### src/rtl/interconn_recv_buffer.sv
// ---------------------------------------------------------------------------
// interconn_recv_buffer
//
// Receive-side buffer placed directly after interconn_priority, one per MVU.
// Every cycle that recv_en is high the tuple {recv_from, recv_addr, recv_word}
// is captured into a small circular FIFO. The head entry is written into the
// MVU data memory whenever the MVU is not using its own write port
// (mem_busy low). The interconnect cannot be stalled, so a word that arrives
// while the FIFO is full and nothing drains on that edge is dropped. Drops
// and malformed source vectors are reported through sticky flags.
//
// Ports
//   clk        in   clock, all state on the rising edge
//   clr_n      in   asynchronous reset, active-low
//   recv_from  in   one-hot source MVU
//   recv_en    in   word valid this cycle
//   recv_addr  in   destination memory address
//   recv_word  in   data word
//   mem_busy   in   MVU owns the memory write port this cycle
//   mem_we     out  write strobe to memory
//   mem_addr   out  write address of the head entry (0 when empty)
//   mem_word   out  write data of the head entry (0 when empty)
//   mem_src    out  binary source index of the head entry (0 when empty)
//   level      out  FIFO occupancy, 0..DEPTH
//   ovf        out  sticky: a word was dropped
//   src_err    out  sticky: recv_en seen with recv_from not one-hot
//   drop_cnt   out  dropped-word count, saturating at 255
//   err_clr    in   synchronous clear of ovf, src_err, drop_cnt
// ---------------------------------------------------------------------------
module interconn_recv_buffer #(
    parameter int N     = 8,
    parameter int W     = 64,
    parameter int BADDR = 15,
    parameter int DEPTH = 4
) (
    input  logic                       clk,
    input  logic                       clr_n,
    input  logic [N-1:0]               recv_from,
    input  logic                       recv_en,
    input  logic [BADDR-1:0]           recv_addr,
    input  logic [W-1:0]               recv_word,
    input  logic                       mem_busy,
    output logic                       mem_we,
    output logic [BADDR-1:0]           mem_addr,
    output logic [W-1:0]               mem_word,
    output logic [$clog2(N)-1:0]       mem_src,
    output logic [$clog2(DEPTH):0]     level,
    output logic                       ovf,
    output logic                       src_err,
    output logic [7:0]                 drop_cnt,
    input  logic                       err_clr
);

    localparam int PW = $clog2(DEPTH);
    localparam int LW = PW + 1;
    localparam int SW = $clog2(N);
    localparam logic [LW-1:0] FULL_LVL = LW'(DEPTH);

    // Lowest set bit index; 0 when no bit is set.
    function automatic logic [SW-1:0] low_index(input logic [N-1:0] v);
        logic [SW-1:0] r;
        r = '0;
        for (int i = N - 1; i >= 0; i--) begin
            if (v[i]) r = SW'(i);
        end
        return r;
    endfunction

    function automatic logic is_onehot(input logic [N-1:0] v);
        return (v != '0) && ((v & (v - N'(1))) == '0);
    endfunction

    function automatic logic [7:0] sat_inc(input logic [7:0] c);
        return (c == 8'hFF) ? c : c + 8'd1;
    endfunction

    // Entry storage: data only, never reset.
    logic [BADDR-1:0] addr_q [DEPTH];
    logic [W-1:0]     word_q [DEPTH];
    logic [SW-1:0]    src_q  [DEPTH];

    logic [PW-1:0] wr_ptr;
    logic [PW-1:0] rd_ptr;

    logic          push;
    logic          pop;
    logic          drop;
    logic          bad_src;
    logic [SW-1:0] in_src;
    logic [PW-1:0] rd_nxt;
    logic [LW-1:0] lvl_nxt;

    logic [BADDR-1:0] head_addr_nxt;
    logic [W-1:0]     head_word_nxt;
    logic [SW-1:0]    head_src_nxt;

    assign mem_we  = (level != '0) && !mem_busy;
    assign pop     = mem_we;
    // A pop on the same edge frees the slot, so a full FIFO still accepts.
    assign push    = recv_en && ((level != FULL_LVL) || pop);
    assign drop    = recv_en && !push;
    assign bad_src = recv_en && !is_onehot(recv_from);
    assign in_src  = low_index(recv_from);

    always_comb begin
        rd_nxt  = pop ? rd_ptr + PW'(1) : rd_ptr;
        lvl_nxt = level;
        if (push && !pop) lvl_nxt = level + LW'(1);
        else if (!push && pop) lvl_nxt = level - LW'(1);

        // The head register is loaded with what will sit at rd_nxt after this
        // edge. If that slot is the one being written now, take the incoming
        // word directly since storage is not updated yet.
        head_addr_nxt = '0;
        head_word_nxt = '0;
        head_src_nxt  = '0;
        if (lvl_nxt != '0) begin
            if (push && (rd_nxt == wr_ptr)) begin
                head_addr_nxt = recv_addr;
                head_word_nxt = recv_word;
                head_src_nxt  = in_src;
            end else begin
                head_addr_nxt = addr_q[rd_nxt];
                head_word_nxt = word_q[rd_nxt];
                head_src_nxt  = src_q[rd_nxt];
            end
        end
    end

    always_ff @(posedge clk) begin
        if (push) begin
            addr_q[wr_ptr] <= recv_addr;
            word_q[wr_ptr] <= recv_word;
            src_q[wr_ptr]  <= in_src;
        end
    end

    always_ff @(posedge clk or negedge clr_n) begin
        if (!clr_n) begin
            wr_ptr   <= '0;
            rd_ptr   <= '0;
            level    <= '0;
            mem_addr <= '0;
            mem_word <= '0;
            mem_src  <= '0;
        end else begin
            if (push) wr_ptr <= wr_ptr + PW'(1);
            rd_ptr   <= rd_nxt;
            level    <= lvl_nxt;
            mem_addr <= head_addr_nxt;
            mem_word <= head_word_nxt;
            mem_src  <= head_src_nxt;
        end
    end

    // Error flags: a new event on the same edge as err_clr survives the clear.
    always_ff @(posedge clk or negedge clr_n) begin
        if (!clr_n) begin
            ovf      <= 1'b0;
            src_err  <= 1'b0;
            drop_cnt <= 8'd0;
        end else if (err_clr) begin
            ovf      <= drop;
            src_err  <= bad_src;
            drop_cnt <= drop ? 8'd1 : 8'd0;
        end else begin
            if (drop) begin
                ovf      <= 1'b1;
                drop_cnt <= sat_inc(drop_cnt);
            end
            if (bad_src) src_err <= 1'b1;
        end
    end

endmodule
### config.mk
export PLATFORM = sky130hd
export DESIGN_NAME = interconn_recv_buffer
export DESIGN_NICKNAME = d
export VERILOG_FILES = /design/src/rtl/interconn_recv_buffer.sv
export SDC_FILE = /design/constraint.sdc
export NUM_CORES = 1
export LEC_CHECK = 0
export ABC_CLOCK_PERIOD_IN_PS = 4000
export CAP_MARGIN = 20
export CELL_PAD_IN_SITES_DETAIL_PLACEMENT = 1
export CELL_PAD_IN_SITES_GLOBAL_PLACEMENT = 2
export CORE_ASPECT_RATIO = 2
export CORE_MARGIN = 1.5
export CORE_UTILIZATION = 39
export CTS_CLUSTER_SIZE = 25
export DETAILED_ROUTE_END_ITERATION = 8
export GPL_TIMING_DRIVEN = 0
export PLACE_DENSITY = 0.9
export REMOVE_ABC_BUFFERS = 1
export SKIP_CTS_REPAIR_TIMING = 1
export SLEW_MARGIN = 40
export SYNTH_ARGS = -nofsm -noshare
export SYNTH_HDL_FRONTEND = slang
export SYNTH_SLANG_ARGS = --single-unit
export TNS_END_PERCENT = 5
### constraint.sdc
create_clock -name clk -period 4 [get_ports clk]
set_clock_uncertainty 0.1 [all_clocks]
set_input_delay 0.8 -clock clk [delete_from_list [all_inputs] [get_ports clk]]
set_output_delay 0.8 -clock clk [all_outputs]
set_load 0.005 [all_outputs]
Yosys cells after proc, flatten, opt, wreduce, memory -nomap -nowiden:

Memory sizes are Yosys's and may differ from the RTL's.
Index checks and enable logic that the tools add are counted.
W data, S select, Z words.

* bits in registers: 99
* memory bits (writable): 328
* input bits: 92
* output and inout port bits: 96
* logic and storage cells: 70
* memories: 3

Memory list
* word_q: depth 4, bits a word 64, rd ports 1, clocked after memory_dff 0, wr ports 1, RTL line 79 `logic [W-1:0] word_q [DEPTH];`
* addr_q: depth 4, bits a word 15, rd ports 1, clocked after memory_dff 0, wr ports 1, RTL line 78 `logic [BADDR-1:0] addr_q [DEPTH];`
* src_q: depth 4, bits a word 3, rd ports 1, clocked after memory_dff 0, wr ports 1, RTL line 80 `logic [SW-1:0] src_q [DEPTH];`

* add/sub/neg operators: 6
* equal/unequal tests: 4
* multiplexer cells: 27
* bitwise gates (word level): 1
* reductions and logical operators: 20

Operator list (count)
* $mux W64: 2
* $mux W3: 12
* $mux W15: 2
* $mux W8: 3
* $add A8 B1 Y8 const B: 1
* $and A8 B8 Y8: 1
* $eq A8 B8 Y1 const B: 1
* $logic_and A1 B1 Y1: 8
* $logic_not A8 Y1: 1
* $reduce_bool A8 Y1: 1
* $sub A8 B1 Y8 const B: 1
* $mux W1: 7
* $reduce_bool A3 Y1: 2
* $add A2 B1 Y2 const B: 2
* $logic_not A1 Y1: 4
* $reduce_bool A2 Y1: 2
* $add A3 B1 Y3 const B: 1
* $ne A3 B3 Y1 const B: 1
* $sub A3 B1 Y3 const B: 1
* $eq A2 B2 Y1: 1
* $mux W2: 1
* $ne A2 B2 Y1 const B: 1
* $reduce_and A2 Y1: 1
* $logic_or A1 B1 Y1: 1

Depth between registers and ports, before layout:

Gate-level depths: netlist of run 1.

* word-level depth: 10
* gate-level depth with buffers: 12
* mapped depth without buffers: 9

Least setup slack after synthesis of run 1:

OpenSTA, ideal clock, no wires.

* kind: input -> register
* from: input port mem_busy
* to: memory addr_q[0][0], enable pin
* setup time: 0.450 ns
* arrival time: 3.253 ns
* required time: 3.450 ns
* slack: 0.197 ns
* stages on the path: 4
* path buffers: 1
* cells stage by stage: clkbuf_1 -> and2_1 -> nand2_1 -> and3_1

* cells in the longest elaborated chain, start to end: 6

RTL lines
* start: declaration: RTL line 42 `input logic mem_busy,`
* $logic_not A1 Y1: RTL line 97 `assign mem_we = (level != '0) && !mem_busy;`
* $logic_and A1 B1 Y1: RTL line 97
* $logic_or A1 B1 Y1: RTL line 100 `assign push = recv_en && ((level != FULL_LVL) || pop);`
* $logic_and A1 B1 Y1: RTL line 100
* $mux W1: RTL line 131 `if (push) begin`
* $mux W1 (implied by the code): RTL line 132 `addr_q[wr_ptr] <= recv_addr;`
* end: declaration: RTL line 78

Every way passes these cells.

Worst setup path after layout of run 1:

* from: input port recv_en
* to: register mem_word[17]

* cells in the longest elaborated chain, start to end: 7
* elaborated cells between the ends (all ways): 10
* classes of those cells: mux: 4; reduce/logical: 6

RTL lines
* start: declaration: RTL line 39 `input logic recv_en,`
* $logic_and A1 B1 Y1 *: RTL line 100
* $logic_not A1 Y1: RTL line 109 `else if (!push && pop) lvl_nxt = level - LW'(1);`
* $logic_and A1 B1 Y1: RTL line 109
* $mux W3: RTL line 109
* $mux W3 *: RTL line 108 `if (push && !pop) lvl_nxt = level + LW'(1);`
* via lvl_nxt[1]: RTL line 91 `logic [LW-1:0] lvl_nxt;`
* $reduce_bool A3 Y1 *: RTL line 117 `if (lvl_nxt != '0) begin`
* $mux W64 *: RTL line 117
* via head_word_nxt[17]: RTL line 94 `logic [W-1:0] head_word_nxt;`
* end signal: assignment: RTL line 151 `mem_word <= head_word_nxt;`
* end: declaration: RTL line 45 `output logic [W-1:0] mem_word,`

The timed path passes the listed nets; every way through them passes the cells marked *.
A chain may end at the register's enable or synchronous reset.

==> results.ini, run 1 <==
[status]
status=finished clean

[yosys]
ys_seq_area_frac=0.678
synthMostInstantiatedCell=nor3_1
ys_ff_latch=427
synth_ff_type=edfxtp_1
synthCells=1413
ys_warn_count=0
yosysTopAreaCell=edfxtp_1
syn_area_sq_um=18200
synthTopCellsByArea=edfxtp_1, dfrtp_1, nor3_1
ys_top_cells_by_count=nor3_1, edfxtp_1, dfrtp_1, nand2_1, a21oi_1
async_flop_share=0.232
synth_edf_count=328
yosysUniqueCellTypes=44
netlist.area_leader.share=0.542
syn_area_per_cell_sq_um=12.9

[power_and_ir_drop]
max-vdd-ir-drop_mv=0.502
p_leak_nw=8.45
power_density_nw_per_um2=790

[route]
drc=0
firstDrtPassIters=4
via_count=13061
ant_nets=0
wl_um=55800
wl_per_cell_um=24.8
initialDrtViolationCount=854
vias_per_cell=5.81

[setup_path]
crit_required_ps=4320
cp_top_family=buffers and inverters
critPathLaunchType=primary input
slowest_stage=clkdlybuf4s50_1
cp_common_cell=buf_6
cp.arrival_ps=4040
cp-end-kind=flop
path_cells=clkdlybuf4s50_1, inv_1, maj3_1, a211oi_1, a41oi_1, nor3_4, buf_6, buf_6, buf_6, buf_6, buf_8, a21oi_1
worstSetupPathType=in2reg
critPathBufInv=7
crit_path_max_incr_delay_ps=810
cp_max_fo=15

[timing]
setup_viol=0
fin_ws_ps=281
tightest_slew_ps=603
min_period_over_period=0.930
hold_ws_ps=83.2
fmax_mhz=269
rsz0062_at_grt=false
hold_violations=0
slew_headroom=0.598
slew_violations=0
min_period_ps=3720

[global_route]
grt_pass1_vias=14711
grt_pass1_wl_um=83700
antenna_found_initial=2
grt_max_degree=62
grt_usage=0.229
grt_overflow=0

[clocking]
cts_tree=done
clk_path_buf_depth=3
clock_sinks=427
root_buffer=clkbuf_16
clock_latency_ps=550
clk_pin_slew_ps=70
h-tree-depth=2
cts_buffers=41

[floorplanning]
ioPinCount=188
die_w_um=156
die_y_um=308
start_util=0.395
die_area_sq_um=48000
core-area_sq_um=46000
num_rows=111

[final_layout]
drive_gt1_frac=0.0923
area.growth.synth_to_final_pct=25.5
num-nets-final=1692
finalNonFillerCells=2248

[placed_design]
portBuffers=187
pre_cts_slack_ps=-701
placedCellCount=2161
hpwlAfterDp_um=35000
gp_congestion=0.711

[job]
drv_cap=0

[hold_path]
holdCritPathClass=in2async

## path summary, 6_finish.rpt
kind                           from      endpoint  slack (ps)  cells after the start
min                           clr_n  mem_word[14]          80                      1
max                         recv_en  mem_word[17]         280                     12
max reg2reg                level[0]  mem_word[17]         330                     15
min in group clk                ovf           ovf         440                      2
min reg2reg                     ovf           ovf         440                      2
max in group asynchronous     clr_n  mem_word[62]        3020                      2
## cells by family (layout without fill, tap and decap cells)
logic type,count (synthesis),after routing,synth area share
AO/OA/AOI/OAI,196,196,0.0729
XOR/XNOR,9,9,0.00434
adder cells (fa/ha/maj),10,10,0.00661
buffers and inverters,133,343,0.0326
flip-flops,427,427,0.678
multiplexers,83,83,0.0457
other,0,2,0
AND/OR/NAND/NOR,555,557,0.159
## metal layers
metal,wire [um],vias up,track usage
met5,0,-,0
met4,1560,0,0.0884
met3,2160,101,0.0271
met2,30800,363,0.433
met1,21300,6817,0.259
li1,-,5780,-
## cells in the final DEF, fill, tap and decap left out, types with 12 or more instances in the layout
| cell | instances |
|---|---|
| a211o_1 | 82 |
| a21oi_1 | 90 |
| buf_12 | 26 |
| buf_4 | 14 |
| buf_8 | 12 |
| clkbuf_16 | 45 |
| clkdlybuf4s50_1 | 184 |
| dfrtp_1 | 97 |
| edfxtp_1 | 328 |
| mux2i_1 | 83 |
| nand2_1 | 93 |
| nor2_1 | 17 |
| nor3_1 | 333 |
| or4_1 | 82 |
## state kept, by name, summed over array words and instances (netlist names)
signal and flops:
addr_q 60, drop_cnt 8, level 3, mem_addr 15
mem_src 3, mem_word 64, ovf 1, rd_ptr 2
src_err 1, src_q 12, word_q 256, wr_ptr 2
## final cells by class
| cell class | count | area (sq um) |
|---|---|---|
| diodes | 2 | 5.00 |
| clock buffers | 60 | 1200 |
| clock inverters | 16 | 113 |
| fillers | 4617 | 23200 |
| inverters | 12 | 71.3 |
| multi-input cells | 855 | 5350 |
| flip-flops and latches | 427 | 12300 |
| well taps | 621 | 777 |
| repair buffers | 254 | 2950 |
| repair inverters | 1 | 11.3 |
## power by group
part	internal, mW	switching, mW
registers	6.05	0.481
logic	3.40	4.23
clock network	2.16	1.69
## per-stage QoR
step	instance area [sq um]	TNS, ps	util	power, mW
6_report	22800	0	0.496	18.0
4_1_cts	22700	-3850	0.493	18.1
2_1_floorplan	17600	-611530	-	10.6
5_1_grt	22800	0	0.496	18.9
3_3_place_gp	20300	-2326050	0.441	12.9
3_5_place_dp	21300	-28710	0.464	14.2
No activity file was read; power rests on OpenSTA's default activity.
==> run 2: changes to the inputs <==
MAX_ROUTING_LAYER = met4   (was default)
==> results.ini, run 2 (synthesized netlist as in run 1, its figures left out) <==
[placed_design]
gp_congestion=0.719  ; +1.1%
portBuffers=187  ; unchanged
placedCellCount=2161  ; unchanged
hpwlAfterDp_um=35000  ; unchanged

[clocking]
root_buffer=clkbuf_16
clock_sinks=427  ; unchanged
clk_path_buf_depth=3  ; unchanged
clk_pin_slew_ps=60  ; about the same
cts_buffers=41  ; unchanged
h-tree-depth=2  ; unchanged
clock_latency_ps=550  ; about the same
cts_tree=done

[floorplanning]
start_util=0.395  ; unchanged
ioPinCount=188  ; unchanged
die_area_sq_um=48000  ; unchanged
core-area_sq_um=46000  ; unchanged
die_w_um=156  ; unchanged
num_rows=111  ; unchanged
die_y_um=308  ; unchanged

[final_layout]
multi_input_comb_area_sq_um=5350  ; unchanged
num-nets-final=1692  ; unchanged
regArea_sq_um=12300  ; unchanged
area.growth.synth_to_final_pct=25.5  ; unchanged
largest_register_ffs=256  ; unchanged
final_common_cell=nor3_1
postLayoutCoreUtil=0.496  ; unchanged
drive_gt1_frac=0.0923  ; unchanged
mostFrequentLayoutCells=nor3_1, edfxtp_1, clkdlybuf4s50_1
largest-register=word_q
finalNonFillerCells=2248  ; unchanged
fillers=4617  ; unchanged
top_regs=word_q: 256 flops, mem_word: 64 flops, addr_q: 60 flops

[power_and_ir_drop]
pwr-share-clk=0.214  ; about the same
p_leak_nw=8.45  ; unchanged
p_int_mw=11.6  ; about the same
max-vdd-ir-drop_mv=0.503  ; about the same
p_sw_mw=6.39  ; -0.24%
p_total_mw=18.0  ; about the same
pwr-share-comb=0.424  ; about the same
seq_power_share=0.363  ; about the same
power_density_nw_per_um2=789  ; about the same
switching_share=0.355  ; -0.000564

[setup_path]
crit_required_ps=4320  ; about the same
reg2reg_setup_slack_ps=340  ; about the same
crit_path_max_incr_delay_ps=810  ; about the same
r2r_cells=15  ; unchanged
cp_max_fo=15  ; unchanged
cp_common_cell=buf_6
slowest_stage=clkdlybuf4s50_1
cp.arrival_ps=4050  ; about the same
worstSetupPathType=in2reg
path_cells=clkdlybuf4s50_1, inv_1, maj3_1, a211oi_1, a41oi_1, nor3_4, buf_6, buf_6, buf_6, buf_6, buf_8, a21oi_1
r2r-start=level[0]
cp-end-kind=flop
r2r-end=mem_word[17]
critPathLaunchType=primary input

[route]
vias_per_cell=5.81  ; about the same
wl_per_cell_um=24.8  ; about the same
wl_um=55800  ; about the same
drc=0  ; unchanged
ant_nets=0  ; unchanged
initialDrtViolationCount=752  ; -12%
via_count=13066  ; +0.038%
firstDrtPassIters=5  ; +1

[timing]
slew_headroom=0.606  ; +0.00765
min_period_over_period=0.932  ; +0.00251
fmax_mhz=268  ; -0.27%
setup_viol=0  ; unchanged
fin_setup_tns_ps=0  ; unchanged
slew_violations=0  ; unchanged
hold_violations=0  ; unchanged
rsz0062_at_grt=false
tightest_slew_ps=591  ; -11.5 ps
min_period_ps=3730  ; +10.1 ps

[status]
status=finished clean

[global_route]
grt_usage=0.235  ; +0.00657
antenna_found_initial=2  ; unchanged
grt_max_degree=62  ; unchanged
grt_overflow=0  ; unchanged
grt_pass1_vias=14723  ; +0.082%
grt_pass1_wl_um=83600  ; -0.12%

[hold_path]
holdCritPathClass=in2async

[job]
drv_cap=0  ; unchanged

## run 2: cell counts in the layout (fill, tap and decap cells not counted)
Identical to the previous run, type by type.
## run 2: per-stage QoR
stage               area [sq um]  hold WS [ps]  setup slack [ps]
global placement           20300           415            -15850
CTS                        22700          80.4              -836
global route               22800           101               138
floorplan                  17600           404             -7520
detailed placement         21300           438              -701
finish                     22800          81.2               271
## run 2: critical path, delay by kind of cell
| kind | cells | cell delay (ps) |
|---|---|---|
| AOI/OAI and AO/OA | 3 | 430 |
| and+or+nand+nor | 1 | 460 |
| buffers and inverters | 7 | 1940 |
| adders and majority gates | 1 | 400 |
## run 2: worst max path at each step
stage	startpoint	endpoint	cells after the start
finish	recv_en	mem_word[17]	12
global route	recv_en	mem_word[17]	12
CTS	level[1]	mem_we	9
detailed placement	mem_busy	mem_we	7
global placement	mem_busy	mem_word[52]	6
floorplan	level[1]	mem_src[0]	8
## run 2: final cells by class
class	instances	share of cell area
Tap cell	621	0.0341
Multi-Input combinational cell	855	0.235
Antenna cell	2	0.000219
Clock buffer	60	0.0526
Timing Repair inverter	1	0.000494
Sequential cell	427	0.541
Clock inverter	16	0.00494
Inverter	12	0.00313
Timing Repair Buffer	254	0.129
## run 2: power by group through the flow
stage	Combinational (mW)	Clock [mW]	Sequential, mW
after floorplan	3.89	0	6.71
after global placement	6.00	0	6.85
after detailed placement	7.58	0	6.61
after CTS	7.62	3.93	6.53
after global routing	8.21	4.05	6.62
final	7.62	3.84	6.53
## run 2: metal layers
metal	track usage	wire, um	part of all wire	vias to the layer above
met5	-	0	0	-
met4	0.0884	1630	0.029	0
met3	0.0257	1940	0.035	104
met2	0.433	30800	0.55	373
met1	0.258	21500	0.38	6815
li1	-	-	-	5774
==> run 3: changes to the inputs <==
ABC_CLOCK_PERIOD_IN_PS = 3300   (was 4000)
CORE_UTILIZATION = 35   (was 39)
PLACE_DENSITY = 0.86   (was 0.9)
clock period = 3.3 ns   (was 4 ns; I/O delays follow)
==> results.ini, run 3 (synthesized netlist as in run 1, its figures left out) <==
[global_route]
grt_overflow=0  ; unchanged
grt_pass1_wl_um=83200  ; -0.46%
grt_max_degree=69  ; +11%
antenna_found_initial=2  ; unchanged
grt_usage=0.211  ; -0.0246
grt_pass1_vias=14456  ; -1.8%

[power_and_ir_drop]
max-vdd-ir-drop_mv=0.582  ; +16%
p_total_mw=21.8  ; +21%
power_density_nw_per_um2=950  ; +20%
p_leak_nw=8.46  ; +0.15%

[route]
drc=0  ; unchanged
via_count=12986  ; -0.61%
wl_per_cell_um=24.5  ; -1.3%
firstDrtPassIters=4  ; -1
wl_um=56100  ; +0.50%
ant_nets=0  ; unchanged
initialDrtViolationCount=569  ; -24%
vias_per_cell=5.68  ; -2.3%

[timing]
setup_viol=0  ; unchanged
tightest_slew_ps=670  ; +78.3 ps
min_period_ps=3250
fin_ws_ps=48.8  ; -222 ps
fin_setup_tns_ps=0  ; unchanged
slew_violations=0  ; unchanged
hold_ws_ps=437  ; +356 ps
min_period_over_period=0.985
rsz0062_at_grt=true
slew_headroom=0.550  ; -0.0562
hold_violations=0  ; unchanged
fmax_mhz=308

[final_layout]
mostFrequentLayoutCells=nor3_1, edfxtp_1, clkdlybuf4s50_1
fin_area_sq_um=22900  ; +0.49%
largest-register=word_q
regArea_sq_um=12300  ; unchanged
final_common_cell=nor3_1
largest_register_ffs=256  ; unchanged
area.growth.synth_to_final_pct=26.1
fillers=5320  ; +15%
drive_gt1_frac=0.0929  ; +0.000615
num-nets-final=1697  ; +0.30%
multi_input_comb_area_sq_um=5360  ; +0.16%
top_regs=word_q: 256 flops, mem_word: 64 flops, addr_q: 60 flops

[clocking]
clock_latency_ps=550  ; about the same
root_buffer=clkbuf_16
cts_buffers=40  ; -2.4%
h-tree-depth=2  ; unchanged
clock_sinks=427  ; unchanged
clk_pin_slew_ps=60  ; about the same
cts_tree=done
clk_path_buf_depth=3  ; unchanged

[placed_design]
pre_cts_slack_ps=-1030  ; -328 ps
gp_congestion=0.730  ; +1.5%
hpwlAfterDp_um=34900  ; -0.30%
portBuffers=187  ; unchanged
placed_area_sq_um=21400  ; +0.29%

[floorplanning]
start_util=0.353  ; -0.0426
die_area_sq_um=53400  ; +11%
die_w_um=164  ; +5.5%
core-area_sq_um=51500  ; +12%
num_rows=118  ; +6.3%
die_y_um=325  ; +5.5%
ioPinCount=188  ; unchanged

[setup_path]
worstSetupPathType=reg2reg
cp.arrival_ps=3570  ; -480 ps
cp_max_fo=34  ; +19
critPathBufInv=5  ; -2
critPathLaunchType=flop
crit_required_ps=3620  ; -700 ps
crit_path_max_incr_delay_ps=530  ; -280 ps
path_cells=inv_1, ha_4, nor2b_4, or2_4, buf_16, clkinv_16, buf_16, buf_16, nor3_1, or4_1, a211o_1, a21oi_1
cp-end-kind=flop
cp_common_cell=buf_16
slowest_stage=or4_1
cp_top_family=simple AND/OR/NAND/NOR gates
r2r-start=level[0]
crit_start=level[0]

[job]
drv_cap=0  ; unchanged

[status]
status=finished clean

[hold_path]
hold_start=ovf
holdCritPathClass=reg2reg

run 3: layout make-up:
cell class / count / area share
inverters: 12 / 0.00311
clock inverters: 11 / 0.00464
repair inverters: 1 / 0.000491
clock buffers: 59 / 0.0495
diodes: 3 / 0.000328
repair buffers: 261 / 0.134
multi-input cells: 854 / 0.234
flip-flops and latches: 427 / 0.538
well taps: 660 / 0.0360
run 3: final timing paths:
path	cells past startpoint	slack, ps	end
worst max-delay path	12	50	mem_addr[6]
worst min-delay path	2	440	ovf
worst max register to register	12	50	mem_addr[6]
worst min register to register	2	440	ovf
max in group asynchronous	3	1880	rd_ptr[1]
min in group asynchronous	2	500	mem_word[32]
run 3: worst register-to-register path, stage by stage, from the launching register on:
cell and delay (ps):
dfrtp_1 390, inv_1 100, ha_4 200, nor2b_4 140
or2_4 260, buf_16 170, clkinv_16 130, buf_16 180
buf_16 210, nor3_1 110, or4_1 530, a211o_1 280
a21oi_1 300
run 3: per-layer routing:
metal  wire length (um)  global-route usage  part of all wire  vias to the layer above
li1                   -                   -                 -                     5781
met1              21800               0.236              0.39                     6776
met2              30200               0.372              0.54                      314
met3               2180              0.0300             0.039                      115
met4               1930              0.0842             0.034                        0
met5                  0                   -                 0                        -
run 3: report_power, final:
part,internal (mW),leakage [nW],total (mW),switching (mW)
Combinational,4.20,3.68,9.37,5.17
Clock,2.53,0.599,4.53,1.99
Sequential,7.33,4.19,7.88,0.555
Total,14.1,8.46,21.8,7.72
run 3: stage by stage:
| step | utilization | cells |
|---|---|---|
| final | 0.445 | 2288 |
| after global routing | 0.445 | 2287 |
| after CTS | 0.439 | 2269 |
| after detailed placement | 0.415 | 2199 |
| after global placement | 0.394 | 2139 |
| after floorplan | - | 1292 |
